$ cat config.mk
export PLATFORM = sky130hd
export DESIGN_NAME = exec_ctrl
export DESIGN_NICKNAME = d
export VERILOG_FILES = /design/src/rtl/exec_ctrl.sv
export SDC_FILE = /design/constraint.sdc
export NUM_CORES = 1
export LEC_CHECK = 0
export CAP_MARGIN = 20
export CORE_UTILIZATION = 55
export DETAILED_ROUTE_END_ITERATION = 10
export GPL_TIMING_DRIVEN = 0
export PLACE_DENSITY = 0.85
export SLEW_MARGIN = 20
export SYNTH_ARGS = -nofsm -noshare
export SYNTH_HDL_FRONTEND = slang
export SYNTH_SLANG_ARGS = --single-unit
$ cat constraint.sdc
create_clock -name clk -period 3.3 [get_ports clk]
set_clock_uncertainty 0.05 [all_clocks]
set_input_delay 0.99 -clock clk [delete_from_list [all_inputs] [get_ports clk]]
set_output_delay 0.99 -clock clk [all_outputs]
set_load 0.01 [all_outputs]
$ cat src/rtl/exec_ctrl.sv
// Execution controller for the 4-bit CPU: turns button requests and a PC breakpoint
// into a registered one-cycle datapath enable, plus a saturating executed-instruction count.
module exec_ctrl #(
    parameter int DIV   = 50_000_000,
    parameter int DIV_W = 26,
    parameter int AW    = 4,
    parameter int CYC_W = 8
) (
    input  logic             clk,
    input  logic             rst,
    input  logic             start_btn,
    input  logic             stop_btn,
    input  logic             step_btn,
    input  logic             bp_en,
    input  logic [AW-1:0]    bp_addr,
    input  logic [AW-1:0]    pc,
    output logic             ce,
    output logic [1:0]       state,
    output logic             halted,
    output logic [CYC_W-1:0] cycle_cnt
);

    // ce is a plain one-cycle strobe: no ready/back-pressure, the datapath must
    // consume it in the cycle it is high.
    typedef enum logic [1:0] {
        S_IDLE  = 2'b00,
        S_RUN   = 2'b01,
        S_STEP  = 2'b10,
        S_BREAK = 2'b11
    } state_t;

    state_t cur_state, nxt_state;

    logic [2:0] btn_raw, btn_s1, btn_s2, btn_hist, btn_p;
    logic       start_p, stop_p, step_p;

    logic [DIV_W-1:0] presc;
    logic             tick;
    logic             skip_bp, skip_nxt;
    logic             ce_nxt;

    assign btn_raw = {start_btn, stop_btn, step_btn};
    assign btn_p   = btn_s2 & ~btn_hist;
    assign start_p = btn_p[2];
    assign stop_p  = btn_p[1];
    assign step_p  = btn_p[0];

    always_ff @(posedge clk or posedge rst) begin
        if (rst) begin
            btn_s1   <= '0;
            btn_s2   <= '0;
            btn_hist <= '0;
        end else begin
            btn_s1   <= btn_raw;
            btn_s2   <= btn_s1;
            btn_hist <= btn_s2;
        end
    end

    assign tick = (presc == DIV_W'(DIV - 1));

    always_ff @(posedge clk or posedge rst) begin
        if (rst) begin
            presc <= '0;
        end else if (cur_state == S_RUN) begin
            presc <= tick ? '0 : presc + DIV_W'(1);
        end else begin
            presc <= '0;
        end
    end

    always_comb begin
        nxt_state = cur_state;
        ce_nxt    = 1'b0;
        skip_nxt  = skip_bp;
        case (cur_state)
            S_IDLE: begin
                // stop_p wins but does nothing here, so it also swallows start/step
                if (!stop_p) begin
                    if (start_p) begin
                        nxt_state = S_RUN;
                        skip_nxt  = 1'b0;
                    end else if (step_p) begin
                        nxt_state = S_STEP;
                    end
                end
            end
            S_RUN: begin
                if (stop_p) begin
                    nxt_state = S_IDLE;
                end else if (tick) begin
                    if (bp_en && (pc == bp_addr) && !skip_bp) begin
                        nxt_state = S_BREAK;
                    end else begin
                        ce_nxt   = 1'b1;
                        skip_nxt = 1'b0;
                    end
                end
            end
            S_STEP: begin
                ce_nxt    = 1'b1;
                nxt_state = S_IDLE;
            end
            S_BREAK: begin
                if (stop_p) begin
                    nxt_state = S_IDLE;
                end else if (start_p) begin
                    // let the instruction sitting at the breakpoint execute once
                    nxt_state = S_RUN;
                    skip_nxt  = 1'b1;
                end else if (step_p) begin
                    nxt_state = S_STEP;
                end
            end
            default: nxt_state = S_IDLE;
        endcase
    end

    always_ff @(posedge clk or posedge rst) begin
        if (rst) begin
            cur_state <= S_IDLE;
            ce        <= 1'b0;
            skip_bp   <= 1'b0;
        end else begin
            cur_state <= nxt_state;
            ce        <= ce_nxt;
            skip_bp   <= skip_nxt;
        end
    end

    always_ff @(posedge clk or posedge rst) begin
        if (rst) begin
            cycle_cnt <= '0;
        end else if (ce && (cycle_cnt != '1)) begin
            cycle_cnt <= cycle_cnt + CYC_W'(1);
        end
    end

    assign state  = cur_state;
    assign halted = (cur_state == S_IDLE) || (cur_state == S_BREAK);

endmodule
==> key figures <==
Synthesis
  • Seq cells post-synth: 47
  • Cell variety after synth: 40
  • Syn nets: 252
  • Mapped Area: 0.00235 mm^2
  • Seq/Total Area, Yosys: 49.9%
  • Syn avg cell area: 10.2 um^2
  • Top cells by area, synth: dfrtp_1 50%, xor2_1 8.9%, nor2_1 5.1%, nand3_1 3.8%, ha_1 3.7%
  • Post-synth top area share: 49.9%
  • Syn Inst Count: 231
  • Syn. warnings: 0
  • Synth area leader: dfrtp_1

Placement
  • RePlAce Congestion: 0.853
  • Dpl cells: 307
  • PortBufs: 25
  • HPWL after DPL: 3190 um

Floorplanning
  • Row Count: 23
  • Core box area: 0.00406 mm^2
  • Starting Density: 58.0%
  • Die height: 67.4 um
  • Die area: 0.00455 mm^2
  • Die X: 67.4 um
  • I/O pins: 26

Finish
  • Fin cells: 315
  • Most frequent cells in the layout: 47 x dfrtp_1, 32 x nor2_1, 25 x clkdlybuf4s50_1
  • Ant. Diodes: 0
  • FF/Latch Area: 0.00118 mm^2
  • Layout cells sized above 1: 9.06%
  • Commonest non-fill, non-tap cell in the layout: dfrtp_1
  • Area Growth Syn to Fin: 17.9%
  • Final net count: 285
  • Multi-input logic area: 0.00113 mm^2
  • Fillers: 304

Timing
  • Tmin final: 2.77 ns
  • Final Hold Violating Endpoints: 0
  • RSZ-0062 raised after global routing: no
  • Period utilization: 83.8%
  • Slew Viols, Final: 0
  • Hold Slack: 0.317 ns
  • Endpoints failing setup: 0
  • Max frequency: 361 MHz
  • Worst rel slew slack: 48.0%
  • Worst-Margin Slew: 0.775 ns
  • Setup TNS: 0 ns

Routing
  • Vias per inst: 5.47
  • Iteration-0 DRC Markers: 62
  • Vias: 1723
  • Avg WL per Cell: 13.9 um
  • Antenna-violating nets left: 0
  • WL final: 4390 um
  • DRC viols: 0
  • First-pass DRT Iterations: 4

Clock tree
  • CTS tree: yes
  • TritonCTS sink count: 47
  • H-Tree Depth: 2
  • Cts bufs inserted: 5
  • Post-CTS Hold Fix Bufs: 0
  • Resized cells post-CTS: 0
  • Clk Latency, worst-skew pair: 0.30 ns
  • Clk root buf: clkbuf_8
  • CTS clk-pin slew, worst paths: 0.09 ns
  • Clock buffer depth: 2
  • Setup Buffers After CTS: 0

Worst setup path
  • CP cell instances: inv_1 -> ha_1 -> inv_1 -> clkdlybuf4s50_1
  • Critical path endpoint category: output port
  • CP Max Fanout: 6
  • Crit path arrival time: 1.73 ns
  • Max stage delay cell, worst path: clkdlybuf4s50_1
  • Req. time, crit path: 2.26 ns
  • Critical path's largest stage delay: 0.52 ns
  • Setup CP Type: register to output port
  • Critical path startpoint category: register
  • Cell mode on critical path: inv_1

Global route
  • GR Layer Usage met3: 3.55%
  • Largest net degree at the start of global routing: 37
  • GRT Util Overall: 22.8%
  • Busiest grt layer: met2
  • M1 GR Usage: 31.2%
  • Antenna violations before repair: 0
  • Vias in the first global route: 1685
  • First-pass GRT wire length: 7650 um
  • GR Overflow Total: 0
  • Met2 Use GR: 36.8%

Status
  • Status: complete, no violations

Power
  • Final Power: 0.00148 W
  • VDD IR max: 423 uV
  • Leakage: 1.17 nW
  • Pwr Density: 532 mW/mm^2

Min path
  • Hold crit path type: register to register

Run
  • Maximum capacitance violations: 0
==> metrics by stage <==
| stage | cell area, um^2 | setup WS, ns | util [%] |
|---|---|---|---|
| after CTS | 2780 | 0.534 | 68.4 |
| after floorplan | 2350 | 0.971 | - |
| final | 2780 | 0.533 | 68.4 |
| after detailed placement | 2690 | 0.464 | 66.2 |
| after global routing | 2780 | 0.435 | 68.4 |
| after global placement | 2670 | 0.277 | 65.7 |
==> cells in the mapped netlist (all sizes together) <==
library cell / n
dfrtp: 47
nor2: 33
xor2: 24
nand3: 19
nand2: 15
nor3: 11
nand4: 10
inv: 9
ha: 7
xnor2: 7
a21oi: 5
nor4: 5
nand2b: 4
nor2b: 4
and3: 3
buf: 3
mux2: 3
o21ai: 3
mux2i: 2
o21a: 2
or2: 2
or4: 2
a2111oi: 1
a211o: 1
a221o: 1
a2bb2oi: 1
a31o: 1
and4: 1
clkbuf: 1
nand4bb: 1
o2111ai: 1
o2bb2ai: 1
or3: 1
==> critical path: cells and delay by family (launching register included) <==
kind                     cells  cell delay, ns
buffers and inverters        3            0.69
adder cells (fa/ha/maj)      1            0.31
flip-flops                   1            0.43
==> per-layer routing <==
layer  wire length [um]  part of all wire, %
met1               2060                   47
met2               2160                   49
met3                115                  2.6
met4                 53                  1.2
met5                  0                    0
==> area by class of cell <==
class | count | area share [%]
clock buffers | 5 | 2.48
inverters | 9 | 1.22
well taps | 50 | 2.25
multi-input cells | 171 | 40.6
repair buffers | 26 | 9.73
plain buffers | 4 | 0.676
flip-flops and latches | 47 | 42.4
clock inverters | 3 | 0.721
==> cell families after synthesis <==
logic type | count (synthesis) | share of synthesized area, %
muxes | 5 | 2.44
xor gates and xnor gates | 31 | 11.5
DFF | 47 | 49.9
buffers and inverters | 13 | 2.23
adders and majority gates | 7 | 3.72
and+or+nand+nor | 111 | 24.8
AOI/OAI and AO/OA | 17 | 5.37
==> flip-flops by register name (all words and copies together) (netlist names) <==
signal / count
btn_hist: 3
btn_s1: 3
btn_s2: 3
ce: 1
cycle_cnt: 8
presc: 26
skip_bp: 1
state: 2
==> worst paths after layout <==
| check | cells after the start | endpoint | startpoint | slack, ns |
|---|---|---|---|---|
| max in group asynchronous | 3 | presc[8] | rst | 1.85 |
| min reg2reg | 0 | btn_s2[1] | btn_s1[1] | 0.32 |
| min | 0 | btn_s2[1] | btn_s1[1] | 0.32 |
| min in group asynchronous | 2 | presc[16] | rst | 0.89 |
| max | 4 | halted | state[1] | 0.53 |
| max reg2reg | 6 | presc[18] | presc[0] | 1.21 |
==> where the power goes <==
| part | total (W) | internal, W | switching (W) |
|---|---|---|---|
| Clock | 0.000338 | 0.000147 | 0.000190 |
| Combinational | 0.000447 | 0.000225 | 0.000222 |
| Sequential | 0.000693 | 0.000631 | 0.0000620 |
Note: power is estimated with default switching activity, not from simulation.
==> RTL edit 1: new RTL, same flow settings <==
Add an input register stage for `start_btn`, `stop_btn`, `step_btn`, `bp_en`, `bp_addr` and `pc`; this delays them by one clock.
--- a/src/rtl/exec_ctrl.sv
+++ b/src/rtl/exec_ctrl.sv
@@ -31,2 +31,18 @@
 
+    logic start_btn_q;
+    logic stop_btn_q;
+    logic step_btn_q;
+    logic bp_en_q;
+    logic [AW-1:0] bp_addr_q;
+    logic [AW-1:0] pc_q;
+
+    always_ff @(posedge clk) begin
+        start_btn_q <= start_btn;
+        stop_btn_q  <= stop_btn;
+        step_btn_q  <= step_btn;
+        bp_en_q     <= bp_en;
+        bp_addr_q   <= bp_addr;
+        pc_q        <= pc;
+    end
+
     state_t cur_state, nxt_state;
@@ -41,3 +57,3 @@
 
-    assign btn_raw = {start_btn, stop_btn, step_btn};
+    assign btn_raw = {start_btn_q, stop_btn_q, step_btn_q};
     assign btn_p   = btn_s2 & ~btn_hist;
@@ -91,3 +107,3 @@
                 end else if (tick) begin
-                    if (bp_en && (pc == bp_addr) && !skip_bp) begin
+                    if (bp_en_q && (pc_q == bp_addr_q) && !skip_bp) begin
                         nxt_state = S_BREAK;
Formal check against the unedited RTL: not equivalent (Yosys sat finds a counterexample within 4 cycles, from zero or initial values and one cycle with rst high).
==> RTL edit 1 against the unedited design <==
Synthesized cell count grew 0.43%. First-iteration DRC count grew 34%. Area after synthesis grew 7.2%. Setup slack lost 0.059 ns. Maximum frequency shrank 2.1%. Count of clock-buffer cells in the layout grew 5. Design area grew 9.7%. Cell count grew 3.5%. Total power grew 29%. Sequential cell count grew 12. Wire length grew 2.0%. Non-clock buffer count grew 2. Largest power group unchanged.
==> RTL edit 1: results (changes against the unedited design) <==
Run status
  – Status: finished clean

Critical path
  – Crit path DAT: 1.79 ns (+0.06 ns)
  – R2r setup slk: 1.06 ns (-0.15 ns)
  – Slowest CP cell: clkdlybuf4s50_1
  – RR Startpoint: presc[0]
  – FF-to-FF End: presc[21]
  – FF-to-FF path depth: 6 (unchanged)
  – CP max FO: 6 (unchanged)
  – Crit-path max cell delay: 0.52 ns (about the same)

Pwr
  – P_leak: 0.001245 uW (+6.6%)
  – IR drop worst, VDD: 0.3489 mV (-17%)

Yosys
  – Synth area leaders: dfrtp_1 47%, dfxtp_1 9.5%, xnor2_1 7.6%
  – Yosys cell types: 39 (-2.5%)
  – Mapped Cells: 232 (+0.43%)
  – Post-synthesis async set-or-reset flop share: 79.66% (-20 points)
  – Synth top cells by count: 47 x dfrtp_1, 33 x nor2_1, 22 x xnor2_1
  – Sequential area share after synthesis: 56.12% (+6.2 points)
  – Synth Net Count: 253 (+0.40%)
  – Yosys Warn Count: 0 (unchanged)

Clocking
  – H-tree levels: 3 (+1)
  – Clk buf depth: 2 (unchanged)
  – Worst-Skew Late Latency: 0.34 ns (+0.04 ns)
  – Clock Pin Slew Worst Setup and Hold Paths: 0.07 ns (-0.02 ns)
  – CTS buffer count: 9 (+4)
  – Post-CTS Setup Bufs: 0 (unchanged)
  – Post_cts resized: 0 (unchanged)
  – Root buf cell: clkbuf_8

Worst hold path
  – Worst hold path type: reg -> reg
  – Hold path depth: 0 (unchanged)
  – Hold endpoint: btn_s1[2]
  – HP Start: start_btn_q

Finish
  – Share of cells above drive strength 1: 9.854% (+0.80 points)
  – Fillers: 331 (+8.9%)
  – Top flop regs: presc (26), cycle_cnt (8)
  – Antenna fix cells: 0 (unchanged)
  – Largest register FFs: 26 (unchanged)
  – Fin nets: 290 (+1.8%)

Global routing
  – Number of antenna violations at the first check in global routing: 0 (unchanged)
  – First-pass GRT wire length: 8004 um (+4.7%)
  – All-Layer GR Usage: 21.59% (-1.3 points)
  – Vias in the first global route: 1851 (+9.9%)
  – Largest net degree at the start of global routing: 30 (-19%)

Timing
  – Worst hold slack: 0.2832 ns (-0.03390 ns)
  – Slew of the pin with the lowest slew margin: 0.5235 ns (-0.2513 ns)

Routing
  – Via density: 5.479 (+0.16%)
  – Vias: 1786 (+3.7%)
  – Drt wl/cell: 13.74 um (-1.4%)
  – First-pass DRT Iterations: 5 (+1)
  – Initial DRC count: 83 (+34%)

Placed design
  – DPL Wire Length: 3176 um (-0.31%)
  – Pre-CTS setup slack: 0.8297 ns (+0.3657 ns)
  – Placed cells: 310 (+0.98%)
  – Routability cong.: 0.8120 (-4.8%)
  – Port bufs: 25 (unchanged)
  – Placed instance area: 2859 um2 (+6.4%)
-- RTL edit 1: cell types whose count changed after synthesis, moves of 2 or more --
cell,before,now
and4_1,1,3
xnor2_1,7,22
xor2_1,24,12
nand2_1,15,11
nand4_1,10,6
nor2b_1,4,2
nand2b_1,4,1
or3_1,1,3
dfxtp_1,0,12
clkbuf_1,1,3
nor3_1,10,6
nand3_1,18,16
-- RTL edit 1: worst max path at each step --
stage                  end  slack, ns     start  depth (start not counted)
2_1_floorplan  btn_hist[0]       1.14       rst                          1
3_3_place_gp     btn_s1[0]       0.27       rst                          2
3_5_place_dp        halted       0.83  state[1]                          4
4_1_cts             halted       0.46  state[1]                          4
5_1_grt             halted       0.39  state[1]                          4
6_report            halted       0.47  state[1]                          4
-- RTL edit 1: cell type report --
class	instances	area, um2	area share [%]
clock inverters	6	50.05	1.643
multi-input cells	157	1044	34.25
plain buffers	6	26.28	0.8624
clock buffers	10	137.6	4.517
inverters	10	37.54	1.232
flip-flops and latches	59	1416	46.49
well taps	52	65.06	2.136
repair buffers	26	270.3	8.871
-- RTL edit 1: metrics by stage --
step	total power [uW]	util, %
after floorplan	1135	-
after detailed placement	1324	65.21
final	1903	69.49
after global routing	2014	69.49
after global placement	1301	64.75
after CTS	1923	69.49
-- RTL edit 1: cell families after synthesis --
group / Yosys count / share of synthesized area (%)
AOI/OAI and AO/OA: 17 / 5.256
and+or+nand+nor: 95 / 19.09
DFF: 59 / 56.12
xor gates and xnor gates: 34 / 11.80
muxes: 4 / 1.735
adders and majority gates: 7 / 3.470
buffers and inverters: 16 / 2.528
-- RTL edit 1: critical path: cells and delay by family, from the launching register on --
family | cells | cell delay [ns]
buffers and inverters | 3 | 0.70
adders and majority gates | 1 | 0.31
DFF | 1 | 0.44
-- RTL edit 1: power breakdown --
part	switching, uW	internal (uW)	total, uW	leakage, uW
clock network	296	298	594	0.0000891
registers	67.6	789	856	0.000728
logic	226	227	453	0.000428
-- RTL edit 1: routing by layer --
| layer | vias to the layer above | global-route usage [%] | share of wire (%) |
|---|---|---|---|
| met5 | - | 0 | 0 |
| met4 | 0 | 12.44 | 1.8 |
| met3 | 8 | 6.686 | 4.4 |
| met2 | 47 | 33.87 | 49 |
| met1 | 868 | 26.39 | 45 |
| li1 | 863 | - | - |
==> RTL edit 2: new RTL, same flow settings <==
Without the edit above. Set the parameter `AW` to 6 (it was 4).
--- a/src/rtl/exec_ctrl.sv
+++ b/src/rtl/exec_ctrl.sv
@@ -5,3 +5,3 @@
     parameter int DIV_W = 26,
-    parameter int AW    = 4,
+    parameter int AW    = 6,
     parameter int CYC_W = 8
Interface: changed (resized bp_addr and pc); port bits go from 26 to 30. The function was not compared with the original's and may differ.
==> RTL edit 2 against the unedited design <==
Sequential power up 2%. First-iteration DRC count down 11%. Design area down 0.18%. Total power up 2.4%. Synthesized cell count down 4.3%. Die area down 2.3%. Area after synthesis down 2.3%. Setup slack worse by 0.028 ns. Sequential cell count unchanged. Critical path depth unchanged. Wire length down 2.5%. Via count down 4.7%. Largest power group unchanged. Highest routed layer unchanged.
==> RTL edit 2: results (changes against the unedited design) <==
Run status
  – Status: finished clean

Clocking
  – Clk buf depth: 2 (unchanged)
  – Root buf cell: clkbuf_8
  – H-tree levels: 2 (unchanged)
  – Worst-Skew Late Latency: 0.30 ns (about the same)
  – Post-CTS Setup Bufs: 0 (unchanged)
  – Post_cts resized: 0 (unchanged)
  – Clock Pin Slew Worst Setup and Hold Paths: 0.09 ns (about the same)
  – CTS buffer count: 5 (unchanged)

Yosys
  – Synth top cells by count: 47 x dfrtp_1, 35 x nor2_1, 25 x xor2_1
  – Yosys Warn Count: 0 (unchanged)
  – Synth Net Count: 246 (-2.4%)
  – Post-synthesis async set-or-reset flop share: 100.0% (unchanged)
  – Synth area leaders: dfrtp_1 51%, xor2_1 9.5%, nor2_1 5.7%
  – Yosys cell types: 37 (-7.5%)
  – Mapped Cells: 221 (-4.3%)
  – Sequential area share after synthesis: 51.14% (+1.2 points)

Routing
  – Vias: 1642 (-4.7%)
  – Final wirelength: 4280 um (-2.5%)
  – Initial DRC count: 55 (-11%)
  – First-pass DRT Iterations: 4 (unchanged)

Global routing
  – Largest net degree at the start of global routing: 35 (-5.4%)
  – Number of antenna violations at the first check in global routing: 0 (unchanged)
  – First-pass GRT wire length: 6996 um (-8.5%)
  – All-Layer GR Usage: 21.43% (-1.4 points)

Critical path
  – CP max FO: 5 (-1)
  – Crit-path max cell delay: 0.53 ns
  – Slowest CP cell: clkdlybuf4s50_1
  – Crit path DAT: 1.75 ns (+0.02 ns)
  – FF-to-FF path depth: 7 (+1)

Placed design
  – DPL Wire Length: 3146 um (-1.3%)
  – Routability cong.: 0.7908 (-7.3%)
  – Placed cells: 301 (-2.0%)
  – Port bufs: 29 (+16%)
  – Placed instance area: 2673 um2 (-0.56%)
  – Pre-CTS setup slack: 0.4501 ns (-0.01400 ns)

Timing
  – Worst slew margin: 56.47% (+8.5 points)

Finish
  – Fin nets: 283 (-0.70%)
  – Top flop regs: presc (26), cycle_cnt (8)
  – Fin cells: 309 (-1.9%)
  – Fillers: 300 (-1.3%)
  – Antenna fix cells: 0 (unchanged)
  – Share of cells above drive strength 1: 7.722% (-1.3 points)

Pwr
  – Internal power: 1030 uW (+2.7%)
  – IR drop worst, VDD: 0.4427 mV (+4.7%)
  – P_leak: 0.001180 uW (+1.1%)

Worst hold path
  – Worst hold path type: reg -> reg
  – Hold path depth: 0 (unchanged)
==> RTL edit 2: worst max-delay path: cells and delay by family (launching register included) <==
kind       cells  cell delay (ns)
fa+ha+maj      1             0.25
flops          1             0.43
buf+inv        3             0.77
==> RTL edit 2: final cells by class <==
class                      count  area (um2)  area share (%)
multi-input combinational    158        1062           38.33
clock buffer                   6       82.58           2.980
clock inverter                 2       16.27          0.5869
timing repair buffer          30       310.3           11.20
sequential                    47        1176           42.44
buffer                         5       20.02          0.7223
inverter                      11       41.29           1.490
tap                           50       62.56           2.257
==> RTL edit 2: per-layer routing <==
layer / part of all wire (%) / global-route usage (%) / up-vias
li1: - / - / 820
met1: 44 / 27.28 / 784
met2: 50 / 34.22 / 31
met3: 4.0 / 5.993 / 7
met4: 1.9 / 8.777 / 0
met5: 0 / 0 / -
==> RTL edit 2: path summary, 6_finish.rpt <==
path,from,endpoint,slack (ns)
max in group asynchronous,rst,presc[11],1.83
worst min register to register,btn_s1[2],btn_s2[2],0.31
worst min-delay path,btn_s1[2],btn_s2[2],0.31
worst max register to register,presc[0],presc[9],1.16
worst max-delay path,state[0],halted,0.51
min in group asynchronous,rst,presc[21],0.91
==> RTL edit 2: logic make-up after synthesis <==
family / count (synthesis) / share of synthesized area [%]
xor+xnor: 37 / 14.09
fa+ha+maj: 7 / 3.808
buf+inv: 16 / 2.666
flops: 47 / 51.14
simple gates: 97 / 21.93
compound gates: 13 / 4.461
mux: 4 / 1.904
==> RTL edit 2: power by group through the flow <==
stage                     sequential, uW  combinational, uW  clock [uW]
after floorplan                      719                254           0
after global placement               713                432           0
after detailed placement             718                449           0
after CTS                            709                451         374
after global routing                 718                499         402
final                                707                445         362
